<file path="src/rtl/mvm_tile_sequencer_if.sv">
// Config bus, run status and PE-array/shared-memory ports of mvm_tile_sequencer.
// master = config (SPI) side, slave = the sequencer.
interface mvm_tile_sequencer_if #(
  parameter int ADDR_SIZE = 10,
  parameter int PE_NUMBER = 64
);
  logic                                cfg_we;
  logic [1:0]                          cfg_addr;
  logic [15:0]                         cfg_wdata;
  logic                                cfg_ready;
  logic                                busy;
  logic                                done;
  logic                                array_clr;
  logic                                array_read;
  logic [PE_NUMBER-1:0][ADDR_SIZE-1:0] pe_t_o_addr;
  logic [ADDR_SIZE-1:0]                l_d_o_addr;
  logic [ADDR_SIZE-1:0]                w_addr;
  logic                                w_en;

  modport master (
    output cfg_we, cfg_addr, cfg_wdata,
    input  cfg_ready, busy, done, array_clr, array_read,
    input  pe_t_o_addr, l_d_o_addr, w_addr, w_en
  );

  modport slave (
    input  cfg_we, cfg_addr, cfg_wdata,
    output cfg_ready, busy, done, array_clr, array_read,
    output pe_t_o_addr, l_d_o_addr, w_addr, w_en
  );
endinterface

</file>
<file path="src/rtl/mvm_tile_sequencer.sv">
// Tiled matrix-vector multiply sequencer: walks vector tiles of PE_NUMBER columns, then writes M results.
// Optional feature macro MVM_SEQ_AUTOINC_EN: advance RES_BASE by M after every successful run.
module mvm_tile_sequencer #(
  parameter int                   ADDR_SIZE       = 10,
  parameter int                   PE_NUMBER       = 64,
  parameter int                   DIM_W           = 8,
  parameter logic [ADDR_SIZE-1:0] VEC_BASE        = ADDR_SIZE'(32'h0000_000f),
  parameter logic [ADDR_SIZE-1:0] ZERO_POINT_ADDR = '1
) (
  input logic                 clk,
  input logic                 reset,
  mvm_tile_sequencer_if.slave bus
);
  localparam int CW     = DIM_W + 1;
  localparam int PE_SAT = (PE_NUMBER < (1 << DIM_W)) ? PE_NUMBER : (1 << DIM_W);
  localparam logic [CW-1:0] PE_STEP = CW'(PE_SAT);
  localparam logic [CW-1:0] ONE_CW  = CW'(32'd1);

  typedef enum logic [2:0] {S_IDLE, S_FETCH, S_DRAIN, S_WRITE, S_DONE} state_t;

  state_t                              state_r, state_s;
  logic [DIM_W-1:0]                    n_r, n_s, m_r, m_s;
  logic [ADDR_SIZE-1:0]                res_base_r, res_base_s;
  logic [CW-1:0]                       col_r, col_s, c_r, c_s;
  logic [ADDR_SIZE-1:0]                row_r, row_s;
  logic [CW-1:0]                       rem_s, nt_s, m_w_s, fetch_len_s, drain_len_s;
  logic                                start_s;
  logic                                cfg_unused_s;

  logic                                cfg_ready_r, busy_r, done_r, clr_r, read_r, w_en_r;
  logic [ADDR_SIZE-1:0]                l_d_r, w_addr_r;
  logic [PE_NUMBER-1:0][ADDR_SIZE-1:0] pe_r;
  logic                                busy_s, done_s, clr_s, read_s;
  logic [ADDR_SIZE-1:0]                l_d_s, w_addr_s, pe_base_s;
  logic [PE_NUMBER-1:0][ADDR_SIZE-1:0] pe_s;

  assign cfg_unused_s = ^bus.cfg_wdata;

  // Geometry of the current tile: active columns n_t and the FETCH/DRAIN lengths.
  always_comb begin
    rem_s       = CW'(n_r) - col_r;
    m_w_s       = CW'(m_r);
    nt_s        = (rem_s < PE_STEP) ? rem_s : PE_STEP;
    fetch_len_s = (nt_s > m_w_s) ? nt_s : m_w_s;
    drain_len_s = nt_s + m_w_s - ONE_CW;
  end

  // Next-state, config register and loop-counter logic.
  always_comb begin
    state_s    = state_r;
    n_s        = n_r;
    m_s        = m_r;
    res_base_s = res_base_r;
    col_s      = col_r;
    c_s        = c_r;
    row_s      = '0;
    start_s    = 1'b0;
    case (state_r)
      S_IDLE: begin
        col_s = '0;
        c_s   = '0;
        if (bus.cfg_we && cfg_ready_r) begin
          case (bus.cfg_addr)
            2'd0:    n_s        = bus.cfg_wdata[DIM_W-1:0];
            2'd1:    m_s        = bus.cfg_wdata[DIM_W-1:0];
            2'd2:    start_s    = bus.cfg_wdata[0];
            2'd3:    res_base_s = bus.cfg_wdata[ADDR_SIZE-1:0];
            default: start_s    = 1'b0;
          endcase
        end else begin
          start_s = 1'b0;
        end
        // An empty problem skips all memory activity and reports done at once.
        if (start_s) begin
          state_s = ((n_r != '0) && (m_r != '0)) ? S_FETCH : S_DONE;
        end else begin
          state_s = S_IDLE;
        end
      end
      S_FETCH: begin
        row_s = row_r + ADDR_SIZE'(n_r);
        if (c_r == fetch_len_s - ONE_CW) begin
          state_s = S_DRAIN;
          c_s     = '0;
        end else begin
          c_s = c_r + ONE_CW;
        end
      end
      S_DRAIN: begin
        if (c_r == drain_len_s - ONE_CW) begin
          c_s = '0;
          if (col_r + PE_STEP < CW'(n_r)) begin
            state_s = S_FETCH;
            col_s   = col_r + PE_STEP;
          end else begin
            state_s = S_WRITE;
          end
        end else begin
          c_s = c_r + ONE_CW;
        end
      end
      S_WRITE: begin
        if (c_r == m_w_s - ONE_CW) begin
          state_s = S_DONE;
          c_s     = '0;
        end else begin
          c_s = c_r + ONE_CW;
        end
      end
      S_DONE: begin
        state_s = S_IDLE;
`ifdef MVM_SEQ_AUTOINC_EN
        if ((n_r != '0) && (m_r != '0)) begin
          res_base_s = res_base_r + ADDR_SIZE'(m_r);
        end else begin
          res_base_s = res_base_r;
        end
`endif
      end
      default: state_s = S_IDLE;
    endcase
  end

  // Output values decoded from the current state; they reach the ports one edge later.
  always_comb begin
    busy_s    = (state_r == S_FETCH) || (state_r == S_DRAIN) || (state_r == S_WRITE);
    done_s    = (state_r == S_DONE);
    clr_s     = !busy_s;
    read_s    = (state_r == S_WRITE);
    w_addr_s  = read_s ? (res_base_r + ADDR_SIZE'(c_r)) : '0;
    pe_base_s = VEC_BASE + ADDR_SIZE'(n_r) + row_r + ADDR_SIZE'(col_r);
    l_d_s     = ZERO_POINT_ADDR;
    pe_s      = {PE_NUMBER{ZERO_POINT_ADDR}};
    if (state_r == S_FETCH) begin
      if (c_r < nt_s) begin
        l_d_s = VEC_BASE + ADDR_SIZE'(col_r) + ADDR_SIZE'(c_r);
      end else begin
        l_d_s = ZERO_POINT_ADDR;
      end
      for (int i = 0; i < PE_NUMBER; i++) begin
        if ((c_r < m_w_s) && (i < int'(nt_s))) begin
          pe_s[i] = pe_base_s + ADDR_SIZE'(i);
        end else begin
          pe_s[i] = ZERO_POINT_ADDR;
        end
      end
    end else begin
      l_d_s = ZERO_POINT_ADDR;
    end
  end

  // State, configuration and loop-counter registers.
  always_ff @(posedge clk) begin
    if (reset) begin
      state_r    <= S_IDLE;
      n_r        <= '0;
      m_r        <= '0;
      res_base_r <= '0;
      col_r      <= '0;
      c_r        <= '0;
      row_r      <= '0;
    end else begin
      state_r    <= state_s;
      n_r        <= n_s;
      m_r        <= m_s;
      res_base_r <= res_base_s;
      col_r      <= col_s;
      c_r        <= c_s;
      row_r      <= row_s;
    end
  end

  // Output registers; cfg_ready follows the next state so it never admits a write outside IDLE.
  always_ff @(posedge clk) begin
    if (reset) begin
      cfg_ready_r <= 1'b1;
      busy_r      <= 1'b0;
      done_r      <= 1'b0;
      clr_r       <= 1'b1;
      read_r      <= 1'b0;
      w_en_r      <= 1'b0;
      w_addr_r    <= '0;
      l_d_r       <= ZERO_POINT_ADDR;
      pe_r        <= {PE_NUMBER{ZERO_POINT_ADDR}};
    end else begin
      cfg_ready_r <= (state_s == S_IDLE);
      busy_r      <= busy_s;
      done_r      <= done_s;
      clr_r       <= clr_s;
      read_r      <= read_s;
      w_en_r      <= read_s;
      w_addr_r    <= w_addr_s;
      l_d_r       <= l_d_s;
      pe_r        <= pe_s;
    end
  end

  assign bus.cfg_ready   = cfg_ready_r;
  assign bus.busy        = busy_r;
  assign bus.done        = done_r;
  assign bus.array_clr   = clr_r;
  assign bus.array_read  = read_r;
  assign bus.w_en        = w_en_r;
  assign bus.w_addr      = w_addr_r;
  assign bus.l_d_o_addr  = l_d_r;
  assign bus.pe_t_o_addr = pe_r;
endmodule
</file>
<file path="src/flat_wrapper.sv">
// flat-port wrapper written by rule: the top's interface ports become plain ports
module mvm_tile_sequencer_flat 
#(
  parameter int                   ADDR_SIZE       = 10,
  parameter int                   PE_NUMBER       = 64,
  parameter int                   DIM_W           = 8,
  parameter logic [ADDR_SIZE-1:0] VEC_BASE        = ADDR_SIZE'(32'h0000_000f),
  parameter logic [ADDR_SIZE-1:0] ZERO_POINT_ADDR = '1
)
  (clk, reset, bus_cfg_we, bus_cfg_addr, bus_cfg_wdata, bus_cfg_ready, bus_busy, bus_done, bus_array_clr, bus_array_read, bus_pe_t_o_addr, bus_l_d_o_addr, bus_w_addr, bus_w_en);
  mvm_tile_sequencer_if #(.ADDR_SIZE(ADDR_SIZE), .PE_NUMBER(PE_NUMBER)) bus_i ();
  input logic clk;
  input logic reset;
  input wire logic [$bits(bus_i.cfg_we)-1:0] bus_cfg_we;
  input wire logic [$bits(bus_i.cfg_addr)-1:0] bus_cfg_addr;
  input wire logic [$bits(bus_i.cfg_wdata)-1:0] bus_cfg_wdata;
  output wire logic [$bits(bus_i.cfg_ready)-1:0] bus_cfg_ready;
  output wire logic [$bits(bus_i.busy)-1:0] bus_busy;
  output wire logic [$bits(bus_i.done)-1:0] bus_done;
  output wire logic [$bits(bus_i.array_clr)-1:0] bus_array_clr;
  output wire logic [$bits(bus_i.array_read)-1:0] bus_array_read;
  output wire logic [$bits(bus_i.pe_t_o_addr)-1:0] bus_pe_t_o_addr;
  output wire logic [$bits(bus_i.l_d_o_addr)-1:0] bus_l_d_o_addr;
  output wire logic [$bits(bus_i.w_addr)-1:0] bus_w_addr;
  output wire logic [$bits(bus_i.w_en)-1:0] bus_w_en;
  assign bus_i.cfg_we = bus_cfg_we;
  assign bus_i.cfg_addr = bus_cfg_addr;
  assign bus_i.cfg_wdata = bus_cfg_wdata;
  assign bus_cfg_ready = bus_i.cfg_ready;
  assign bus_busy = bus_i.busy;
  assign bus_done = bus_i.done;
  assign bus_array_clr = bus_i.array_clr;
  assign bus_array_read = bus_i.array_read;
  assign bus_pe_t_o_addr = bus_i.pe_t_o_addr;
  assign bus_l_d_o_addr = bus_i.l_d_o_addr;
  assign bus_w_addr = bus_i.w_addr;
  assign bus_w_en = bus_i.w_en;
  mvm_tile_sequencer #(.ADDR_SIZE(ADDR_SIZE), .PE_NUMBER(PE_NUMBER), .DIM_W(DIM_W), .VEC_BASE(VEC_BASE), .ZERO_POINT_ADDR(ZERO_POINT_ADDR)) u_core (.clk(clk), .reset(reset), .bus(bus_i));
endmodule
</file>
<file path="config.mk">
export PLATFORM = sky130hd
export DESIGN_NAME = mvm_tile_sequencer_flat
export DESIGN_NICKNAME = d
export VERILOG_FILES = /design/src/rtl/mvm_tile_sequencer_if.sv /design/src/rtl/mvm_tile_sequencer.sv /design/src/flat_wrapper.sv
export SDC_FILE = /design/constraint.sdc
export NUM_CORES = 1
export LEC_CHECK = 0
export ABC_AREA = 0
export CAP_MARGIN = 20
export CORE_AREA = 2 2 268 270
export CTS_CLUSTER_DIAMETER = 40
export DETAILED_ROUTE_END_ITERATION = 6
export DIE_AREA = 0 0 270 272
export PLACE_DENSITY = 0.66
export SLEW_MARGIN = 20
export SYNTH_ARGS = -nofsm -noshare
export SYNTH_HDL_FRONTEND = slang
export SYNTH_SLANG_ARGS = --single-unit
export TNS_END_PERCENT = 100
</file>
<file path="constraint.sdc">
create_clock -name clk -period 14.4 [get_ports clk]
set_input_delay 2.88 -clock clk [delete_from_list [all_inputs] [get_ports clk]]
set_output_delay 2.88 -clock clk [all_outputs]
set_load 0.02 [all_outputs]
</file>
# Word-level counts from Yosys, hierarchy flattened

Cells that the tools add are included.

Output and inout port bits: 666
Input bits: 21
Logic and storage cells: 470
Bits in registers: 722

Add/subtract/negate cells: 78
Multiplexer cells: 19
Reductions and logical operators: 147
Magnitude comparators: 69
Equality and inequality tests: 12
Bitwise logic cells: 67

Operators with widths:

| kind                                              | number |
|---|---|
| adder 10 x 6 -> 10 bit, second input constant     | 32 |
| < comparator 6 x 9 -> 1 bit, first input constant | 32 |
| OR reduction 3 bit                                | 65 |
| adder 10 x 5 -> 10 bit, second input constant     | 16 |
| < comparator 5 x 9 -> 1 bit, first input constant | 16 |
| adder 10 x 4 -> 10 bit, second input constant     | 8 |
| < comparator 4 x 9 -> 1 bit, first input constant | 8 |
| NOT 1 bit                                         | 67 |
| logical AND 1 bit                                 | 66 |
| two-way mux 9 bit                                 | 7 |
| adder 10 x 3 -> 10 bit, second input constant     | 4 |
| < comparator 3 x 9 -> 1 bit, first input constant | 4 |
| case mux 9 bit (4 select lines)                   | 1 |
| adder 10 x 9 -> 10 bit                            | 3 |
| == test 9 bit                                     | 3 |
| subtractor 9 x 1 -> 9 bit, second input constant  | 3 |
| adder 10 x 2 -> 10 bit, second input constant     | 2 |
| < comparator 1 x 9 -> 1 bit, first input constant | 2 |
| < comparator 2 x 9 -> 1 bit, first input constant | 2 |
| < comparator 9 x 8 -> 1 bit                       | 2 |
| case mux 9 bit (2 select lines)                   | 1 |
| nonzero test 8 bit                                | 2 |
| two-way mux 3 bit                                 | 5 |
| case mux 3 bit (4 select lines)                   | 1 |
| other kinds (29)                                  | 40 |

# Longest topological paths before layout

Gate-level depths: netlist (run 1).

Word-level depth: 10
Depth in mapped cells: 24
Depth with buffers taken out: 22

# Worst setup path before layout (run 1)

No wires, ideal clock.

Path kind: register to register
From: register u_core.col_r[7]
To: register u_core.c_r[6]
Path buffers: 1
Library setup time: 0.120 ns
Clock period less this slack: 5.347 ns
Data arrival time: 5.227 ns
Required time: 14.280 ns
Cell stages (with the launch flop): 23
Slack: 9.053 ns
Cells stage by stage: dfxtp_1 inv_1 ha_1 inv_1 a2111oi_1 nor4_4 inv_2 nand2_1 ha_1 or4_4 or4b_4 and2_4 buf_6 nand2_2 nand2_1 and2_1 ha_1 xnor2_1 xnor2_1 nand3_1 nor4_4 nor3_2 a211o_1

Cells in the longest elaborated chain, start to end: 9
Elaborated cells between the ends (all ways): 14
Those cells by class: 5 x add/sub; 2 x order compare; 2 x eq/ne; 5 x mux

RTL lines:

| item                                                                | RTL line                                           | text |
|---|---|---|
| start: declaration                                                  | mvm_tile_sequencer.sv:24                           | `logic [CW-1:0] col_r, col_s, c_r, c_s;` |
| start signal: assignment                                            | mvm_tile_sequencer.sv:167                          | `col_r <= col_s;` |
| subtractor 8 x 9 -> 9 bit (*)                                       | mvm_tile_sequencer.sv:41                           | `rem_s = CW'(n_r) - col_r;` |
| < comparator 9 x 7 -> 1 bit                                         | mvm_tile_sequencer.sv:43                           | `nt_s = (rem_s < PE_STEP) ? rem_s : PE_STEP;` |
| two-way mux 9 bit (*)                                               | mvm_tile_sequencer.sv:43                           |  |
| adder 9 x 8 -> 9 bit or > comparator 9 x 8 -> 1 bit (tied branches) | mvm_tile_sequencer.sv:45, mvm_tile_sequencer.sv:44 |  |
| subtractor 9 x 1 -> 9 bit or two-way mux 9 bit (tied branches)      | mvm_tile_sequencer.sv:45, mvm_tile_sequencer.sv:44 |  |
| subtractor 9 x 1 -> 9 bit (on tied branches)                        | mvm_tile_sequencer.sv:90, mvm_tile_sequencer.sv:82 |  |
| == test 9 bit (on tied branches)                                    | mvm_tile_sequencer.sv:90, mvm_tile_sequencer.sv:82 |  |
| two-way mux 9 bit (on tied branches)                                | mvm_tile_sequencer.sv:90, mvm_tile_sequencer.sv:82 |  |
| case mux 9 bit (4 select lines) (*)                                 | mvm_tile_sequencer.sv:58                           | `case (state_r)` |
| end signal: assignment                                              | mvm_tile_sequencer.sv:168                          | `c_r <= c_s;` |
| end: declaration                                                    | mvm_tile_sequencer.sv:24                           |  |

Mark *: on every way between the ends. The rest lies on a longest branch, timed or not.
A chain may end at the register's enable or synchronous reset.

# Worst setup path in the final report (run 1)

From: register u_core.col_r[6]
To: register u_core.c_r[8]

The elaborated chain is that of the path after synthesis.

==> results of run 1 <==
[cell type report]
type / count / area (um^2)
Antenna cell: 1 / 2.502
Clock buffer: 117 / 2698
Clock inverter: 72 / 960.9
Fill cell: 6323 / 31400
Inverter: 87 / 326.6
Multi-Input combinational cell: 1998 / 12460
Sequential cell: 716 / 14330
Tap cell: 950 / 1189
Timing Repair Buffer: 755 / 7377
[cells in the mapped netlist (28+ instances only)]
cell type | instances | area, um^2
nand2_1 | 681 | 2556
nand3_1 | 60 | 300.3
xor2_1 | 91 | 797.0
a21oi_1 | 118 | 590.6
dfxtp_1 | 716 | 14330
mux2i_1 | 28 | 280.3
xnor2_1 | 268 | 2347
clkbuf_1 | 140 | 525.5
o21ai_0 | 106 | 530.5
ha_1 | 116 | 1451
a31oi_1 | 30 | 187.7
inv_1 | 82 | 307.8
nand2b_1 | 88 | 550.5
nor2_1 | 146 | 548.0
[cells by family after synthesis]
group	synth area share
compound gates	0.07838
xor+xnor	0.1150
fa+ha+maj	0.05863
buf+inv	0.03646
flops	0.5214
mux	0.01020
other cells	0.0002732
simple gates	0.1797
[stage by stage]
stage	instances	worst slack (ps)
2_1_floorplan	2973	9053
3_3_place_gp	4505	6766
3_5_place_dp	4505	6847
4_1_cts	4694	7580
5_1_grt	4695	7235
6_report	4696	7551
[power groups by stage]
| stage | combinational, uW | sequential (uW) | clock (uW) |
|---|---|---|---|
| after CTS | 505 | 1990 | 2640 |
| after detailed placement | 502 | 2040 | 0 |
| after global routing | 545 | 1990 | 2730 |
| after global placement | 499 | 2040 | 0 |
| final | 512 | 1990 | 2630 |
| after floorplan | 330 | 2040 | 0 |
[layer usage]
metal,global-route usage,vias up,share of wire
met5,0,-,0
met4,0.1475,0,0.048
met3,0.07573,257,0.081
met2,0.5298,1150,0.46
met1,0.4022,11432,0.41
li1,-,10965,-
[registers in the layout, summed over array words and instances, names as in the netlist]
register and cells:
u_core.bus.pe_t_o_addr 640, u_core.bus.l_d_o_addr 10, u_core.bus.w_addr 10, u_core.res_base_r 10, u_core.row_r 10, u_core.c_r 9, u_core.m_r 8, u_core.n_r 8
u_core.col_r 3, u_core.state_r 3, u_core.bus.array_clr 1, u_core.bus.array_read 1, u_core.bus.busy 1, u_core.bus.cfg_ready 1, u_core.bus.done 1
[critical path, stage by stage (launching register included)]
cell       delay [ps]
dfxtp_1           460
inv_1             150
ha_1              380
a2111oi_1          90
nor4_4            720
inv_2             470
nand2_1           440
ha_1              330
or4_4             530
or4b_4            560
and2_4            220
nand2_2           150
nand2_1           100
and2_1            190
ha_1              260
xnor2_1           160
xnor2_1           210
nand3_1           140
nor4_4            760
or2_1             270
o21ai_0           120
[worst min-delay path by stage]
stage | to | slack [ps] | cells past startpoint
final | u_core.res_base_r[8] | 500 | 2
after global routing | u_core.res_base_r[8] | 530 | 2
after global placement | u_core.n_r[5] | 480 | 2
after detailed placement | u_core.n_r[5] | 490 | 2
after floorplan | u_core.res_base_r[0] | 470 | 2
after CTS | u_core.n_r[5] | 500 | 2
==> flow_summary.ini, run 1 <==
[outcome]
outcome = completed

[floorplan]
die_width_um = 270
initial_core_util = 0.3885
rows = 98
placeableCoreArea_um2 = 70750
die-area_um2 = 73440
io_pins = 687
die_h_um = 272

[critical_path]
r2r_end = u_core.c_r[8]
crit_fanout = 25
rr_worst_depth = 20
worstPathRequired_ps = 14930
cp-start-kind = register
rrSetupSlack_ps = 7550
arrival_ps = 7380
cp-endpoint = u_core.c_r[8]
crit_type = reg -> reg
r2r-start = u_core.col_r[6]
worstSetupEndpointType = register
crit_start = u_core.col_r[6]

[clock_tree]
cts_buffers = 101
cts_setup_buffers = 0
clockBufferDepth = 3
cts_tree = done
clock_sinks = 716
postCtsResizedCells = 0
cts_root_buffer = clkbuf_16
clk_pin_slew_worst_paths_ps = 60
postCtsHoldBufs = 0
insertion_delay_ps = 670
cts_htree_levels = 3

[placed_design]
placed_area_um2 = 35670
gp_congestion = 0.8979
numPortBuffers = 680
dp_hpwl_um = 87960

[sta]
setup_tns_ps = 0
period_minus_slack_ps = 6849
min_period_over_period = 0.4756
worstMarginPinSlew_ps = 1217
max-slew-margin-rel = 0.1858
rsz0062_at_grt = no
max_freq_mhz = 146.0
fin_skew_ps = 44.37
maxSlewViolCount = 0
finalHoldViolations = 0
whs_ps = 498.0
setup-violations-final = 0

[final_layout]
layout.nets = 3804
design_area_um2 = 39350
area_delta_synth_final_pct = 43.15
final_core_util = 0.5562
layout_commonest_cell = dfxtp_1
layout-drive-gt1-share = 0.09186
final_cell_mix = 716 x dfxtp_1, 681 x nand2_1, 680 x clkdlybuf4s50_1, 263 x xnor2_1, 137 x nor2_1

[logic_synthesis]
async_flop_share = 0
yosysSeqAreaShare = 0.5214
synth_warnings = 0
synth_area_um2 = 27490
synth-seq-cells = 716
ys_types = 80
synth_edf_count = 0
syn_area_per_cell_um2 = 9.252
synthCells = 2971
synth_flop_cell = dfxtp_1

[drt]
viasPerCell = 5.069
drtAntennaViolNets = 0
drtIter0Drc = 1973
num_vias = 23804
drc = 0
first_pass_iters = 5
drt_wl_total_um = 122200
wl_per_cell_um = 26.03

[global_routing]
overflow = 0
antenna_found_initial = 6
grt_pass1_vias = 22699
grt_max_degree = 71
grt_pass1_wl_um = 169700
grt_use_total = 0.3225

[power_and_ir_drop]
p_sw_frac = 0.2685
leakagePower_uw = 0.01491
p_int_uw = 3754
comb_power_share = 0.100
p_seq_frac = 0.388
power_uw = 5131
p_sw_uw = 1378
p_per_area_nw_per_um2 = 130.4
clkPwrFrac = 0.512
peakVddDrop_mv = 0.1189

[min_path]
hp-class = reg -> reg
hp-start = u_core.res_base_r[8]

[job]
cap_violations = 0
No activity file was read; power rests on OpenSTA's default activity.
==> inputs of run 2 (changes only) <==
CORE_AREA = 2 2 270 272   (was 2 2 268 270)
DIE_AREA = 0 0 272 274   (was 0 0 270 272)
PLACE_DENSITY = not set   (was 0.66)
clock period = 7.1 ns   (was 14.4 ns; I/O delays follow)
==> flow_summary.ini, run 2 (same netlist as run 1, synthesis figures left out) <==
[clock_tree]
insertion_delay_ps = 690
cts_setup_buffers = 0
clk_pin_slew_worst_paths_ps = 50
postCtsHoldBufs = 0
cts_buffers = 103
postCtsResizedCells = 0
cts_tree = done
clock_sinks = 716
cts_root_buffer = clkbuf_16
cts_htree_levels = 3
clockBufferDepth = 3

[job]
cap_violations = 0

[sta]
period_minus_slack_ps = 6212
whs_ps = 496.3
maxSlewViolCount = 0
setup-violations-final = 0
min_period_over_period = 0.8750
finalHoldViolations = 0
max_freq_mhz = 161.0
setup_tns_ps = 0
fin_skew_ps = 62.88
max-slew-margin-rel = 0.2108
worstMarginPinSlew_ps = 1184
rsz0062_at_grt = no

[final_layout]
fin_cells = 4747
largest_register_ff_count = 640
layout.nets = 3845
area_delta_synth_final_pct = 44.50
final_cell_mix = 716 x dfxtp_1, 681 x nand2_1, 680 x clkdlybuf4s50_1, 263 x xnor2_1, 138 x nor2_1
diodes = 0
layout-drive-gt1-share = 0.09952
layout_commonest_cell = dfxtp_1

[global_routing]
antenna_found_initial = 4
grt_use_total = 0.3270
grt_max_degree = 73
grt_pass1_wl_um = 172900
overflow = 0
grt_pass1_vias = 22483

[outcome]
outcome = completed

[critical_path]
crit_fanout = 17
cp-start-kind = register
cpMostUsedCell = ha_1
worstSetupEndpointType = register
cp_num_buf_inv = 3
worstPathRequired_ps = 7620
slowest_delay_ps = 730
path_cells = inv_1, ha_1, a2111oi_1, nor4_4, inv_2, nand2_1, ha_1, or4_4, or4b_4, and2_4, nand2_2, nand2_1, and2_1, ha_1, xnor2_1, xnor2_1, nand3_1, nor4_4, buf_4, nor3_2, a211o_1
crit_type = reg -> reg
arrival_ps = 6730
critical_path.slowest_cell = nor4_4
critPathTopFamily = simple AND/OR/NAND/NOR gates

[placed_design]
dp.cells = 4554
gp_congestion = 0.9046
dp_hpwl_um = 91600
numPortBuffers = 680

[drt]
drtIter0Drc = 2167
drtAntennaViolNets = 0
wl_per_cell_um = 26.48
drt_wl_total_um = 125700
num_vias = 23935
first_pass_iters = 6
viasPerCell = 5.042
drc = 0

[power_and_ir_drop]
p_per_area_nw_per_um2 = 266.0
peakVddDrop_mv = 0.1799
leakagePower_uw = 0.01518

[floorplan]
io_pins = 687
rows = 99
placeableCoreArea_um2 = 71970
die-area_um2 = 74530
die_width_um = 272
initial_core_util = 0.3820
die_h_um = 274

[min_path]
hp-class = reg -> reg
==> run 2: changes by cell type in the layout (fill, tap and decap cells not counted), moves of 2 or more <==
cell        before  now
clkinv_4        13    7
clkbuf_16      101  103
inv_8           10    5
clkinv_2         7   12
bufinv_16       12   16
clkbuf_8        11   13
clkbuf_1         5   15
clkinvlp_4      11    6
buf_4           74  114
==> run 2: final cells by class <==
class / count / area, um^2
Sequential cell: 716 / 14330
Inverter: 87 / 327.8
Timing Repair Buffer: 794 / 7662
Clock buffer: 131 / 2813
Clock inverter: 62 / 939.7
Tap cell: 959 / 1200
Fill cell: 6503 / 32250
Multi-Input combinational cell: 1998 / 12450
==> run 2: worst register-to-register path, cell delays in order, from the launching register on <==
cell and delay, ps:
dfxtp_1 420, inv_1 140, ha_1 370, a2111oi_1 90
nor4_4 730, inv_2 360, nand2_1 290, ha_1 330
or4_4 510, or4b_4 550, and2_4 220, nand2_2 150
nand2_1 100, and2_1 190, ha_1 270, xnor2_1 160
xnor2_1 210, nand3_1 140, nor4_4 290, buf_4 240
nor3_2 70, a211o_1 260
==> run 2: where the power goes <==
group	leakage, uW	internal [uW]	switching [uW]
sequential	0.00580	4030	11.8
combinational	0.00757	343	705
clock	0.00182	3440	2040
total	0.0152	7810	2750
==> run 2: final timing paths <==
check / depth (start not counted) / end / startpoint / slack (ps)
max reg2reg: 21 / u_core.c_r[6] / u_core.col_r[6] / 890
min: 2 / u_core.res_base_r[8] / u_core.res_base_r[8] / 500
min reg2reg: 2 / u_core.res_base_r[8] / u_core.res_base_r[8] / 500
max: 21 / u_core.c_r[6] / u_core.col_r[6] / 890
==> run 2: routing by layer <==
metal	track usage	share of wire	routed length, um
met1	0.4100	0.41	50950
met2	0.5329	0.46	57990
met3	0.08066	0.085	10750
met4	0.1455	0.048	6013
met5	0	0.00023	29
==> run 2: per-stage QoR <==
step,cell area (um^2),util,worst slack [ps],power (uW)
floorplan,27500,-,1753,4801
global placement,35960,0.4997,1035,5158
detailed placement,35970,0.4998,1010,5161
CTS,39720,0.5519,988.6,10600
global route,39720,0.5519,565.3,10870
finish,39720,0.5519,887.8,10570
==> edit: new RTL, flow settings as in run 2 <==
`PE_NUMBER` is set to 64 in 3 places; all go to 32.
--- a/src/rtl/mvm_tile_sequencer_if.sv
+++ b/src/rtl/mvm_tile_sequencer_if.sv
@@ -2,7 +2,7 @@
 // master = config (SPI) side, slave = the sequencer.
 interface mvm_tile_sequencer_if #(
   parameter int ADDR_SIZE = 10,
-  parameter int PE_NUMBER = 64
+  parameter int PE_NUMBER = 32
 );
   logic                                cfg_we;
   logic [1:0]                          cfg_addr;
--- a/src/rtl/mvm_tile_sequencer.sv
+++ b/src/rtl/mvm_tile_sequencer.sv
@@ -2,7 +2,7 @@
 // Optional feature macro MVM_SEQ_AUTOINC_EN: advance RES_BASE by M after every successful run.
 module mvm_tile_sequencer #(
   parameter int                   ADDR_SIZE       = 10,
-  parameter int                   PE_NUMBER       = 64,
+  parameter int                   PE_NUMBER       = 32,
   parameter int                   DIM_W           = 8,
   parameter logic [ADDR_SIZE-1:0] VEC_BASE        = ADDR_SIZE'(32'h0000_000f),
   parameter logic [ADDR_SIZE-1:0] ZERO_POINT_ADDR = '1
--- a/src/flat_wrapper.sv
+++ b/src/flat_wrapper.sv
@@ -2,7 +2,7 @@
 module mvm_tile_sequencer_flat 
 #(
   parameter int                   ADDR_SIZE       = 10,
-  parameter int                   PE_NUMBER       = 64,
+  parameter int                   PE_NUMBER       = 32,
   parameter int                   DIM_W           = 8,
   parameter logic [ADDR_SIZE-1:0] VEC_BASE        = ADDR_SIZE'(32'h0000_000f),
   parameter logic [ADDR_SIZE-1:0] ZERO_POINT_ADDR = '1
Interface: changed (resized bus_pe_t_o_addr); port bits go from 687 to 367. No check against the original RTL was run, so the function may have changed too.
==> edit against run 2 <==
Maximum frequency is 0.19% higher; worst hold slack gained 0.0060 ns; final area decreased by 38%; power shrank 41%; global-route usage down 16 points; area after synthesis fell by 37%; combinational power is 38% lower; routed wire length fell by 48%; critical path depth grew 1; worst setup slack better by 0.012 ns; sequential cell count is 319 lower; cell count fell by 30%; non-clock buffer count down 388; critical path type unchanged; largest cell class is now multi-input gates.
==> edit: results (changes against run 2) <==
- VDD IR max: 0.180 mV (-0.13%)
- Synth top cells by count: 397 x dfxtp_1, 378 x nand2_1, 159 x xnor2_1, 125 x nor2_1, 117 x ha_1
- Syn_area_per_cell: 9.04 µm² (-2.3%)
- Total routed wirelength: 65700 µm (-48%)
- Vias in the first global route: 14.2k (-37%)
- Int Pwr: 4570 µW (-42%)
- Library cells used by synthesis: 79 (-1.3%)
- # Post-CTS Setup Buffers: 0 (unchanged)
- Post-detail-place hpwl: 47200 µm (-48%)
- Seq/Total Area, Yosys: 0.457 (-0.0649)
- Clk buf depth: 3 (unchanged)
- Initial DRT Pass Iterations: 5 (-1)
- Post-synthesis async set-or-reset flop share: 0 (unchanged)
- #FFs+latches synth: 397 (-45%)
- Top cells by area, synth: dfxtp_1 46%, ha_1 8.4%, nand2_1 8.2%
- Total GRT Usage: 0.171 (-0.156)
- Placed cell count: 3211 (-29%)
- Rel. slew slack: 0.288 (+0.0771)
- Status: completed
- Vias per Instance: 4.43 (-12%)
- Post_cts resized: 0 (unchanged)
- Largest net degree at the start of global routing: 46 (-37%)
- Initial antenna violation count: 2 (-2)
- Non-Filler Instances: 3335 (-30%)
- Hold WC Path Type: register to register
- Syn. warnings: 0 (unchanged)
- First-pass GRT wire length: 94500 µm (-45%)
- Slowest stage cell, crit path: or4_1
- Pre-CTS WS: 0.969 ns (-0.0412 ns)
- Port Buffers: 360 (-47%)
- Layout cells sized above 1: 0.0909 (-0.00858)
- Leakage: 0.00956 µW (-37%)
- Worst-Skew Late Latency: 0.62 ns (-0.07 ns)
- Crit-path max cell delay: 0.55 ns (-0.18 ns)
- Num CTS Buffers: 68 (-34%)
- CTS HTree Levels: 3 (unchanged)
- GP Congestion: 0.846 (-6.5%)
- Worst EP arrival: 6.67 ns (-0.06 ns)
- Cell family with most CP delay: simple AND/OR/NAND/NOR gates
- CP Max Fanout: 9 (-8)
- Final #Nets: 2469 (-36%)
- Clk_skew: 0.0353 ns (-0.0276 ns)
- Max reg flops: 320 (-50%)
- DRT iter0 DRCs: 796 (-63%)
edit: cell families (layout without fill, tap and decap cells):
group	after synthesis	in the layout	synth area share
AO/OA/AOI/OAI	265	265	0.0977
AND/OR/NAND/NOR	718	718	0.186
flip-flops	397	397	0.457
other	2	8	0.000431
buffers and inverters	169	613	0.0376
adder cells (fa/ha/maj)	126	126	0.0944
XOR/XNOR	219	219	0.110
multiplexers	30	30	0.0173
edit: final timing paths:
kind                                           start                   end  slack (ns)  cells after the start
worst max-delay path                 u_core.col_r[7]         u_core.c_r[3]        0.90                     22
worst max register to register       u_core.col_r[7]         u_core.c_r[3]        0.90                     22
worst min register to register  u_core.res_base_r[7]  u_core.res_base_r[7]        0.50                      2
worst min-delay path            u_core.res_base_r[7]  u_core.res_base_r[7]        0.50                      2
edit: per-layer routing:
metal,track usage,up-vias,share of wire
li1,-,7157,-
met1,0.229,7029,0.46
met2,0.274,471,0.46
met3,0.0300,111,0.051
met4,0.0700,0,0.032
met5,0,-,0
edit: power groups by stage:
stage / clock, µW / sequential (µW) / combinational, µW
6_report: 3340 / 2260 / 646
5_1_grt: 3500 / 2260 / 710
4_1_cts: 3400 / 2260 / 646
3_5_place_dp: 0 / 2300 / 641
3_3_place_gp: 0 / 2300 / 638
2_1_floorplan: 0 / 2300 / 456
edit: cell type report:
type                    count  area [µm²]
fillers                  7336       47200
multi-input cells        1365        8980
flip-flops and latches    397        7950
repair buffers            406        3950
clock buffers              82        1860
well taps                 959        1200
clock inverters            41         500
inverters                  84         315
diodes                      1        2.50
edit: per-stage QoR:
stage          area [µm²]  power (µW)
6_report            24800        6250
3_5_place_dp        22400        2940
3_3_place_gp        22400        2940
5_1_grt             24700        6460
2_1_floorplan       17400        2750
4_1_cts             24700        6300
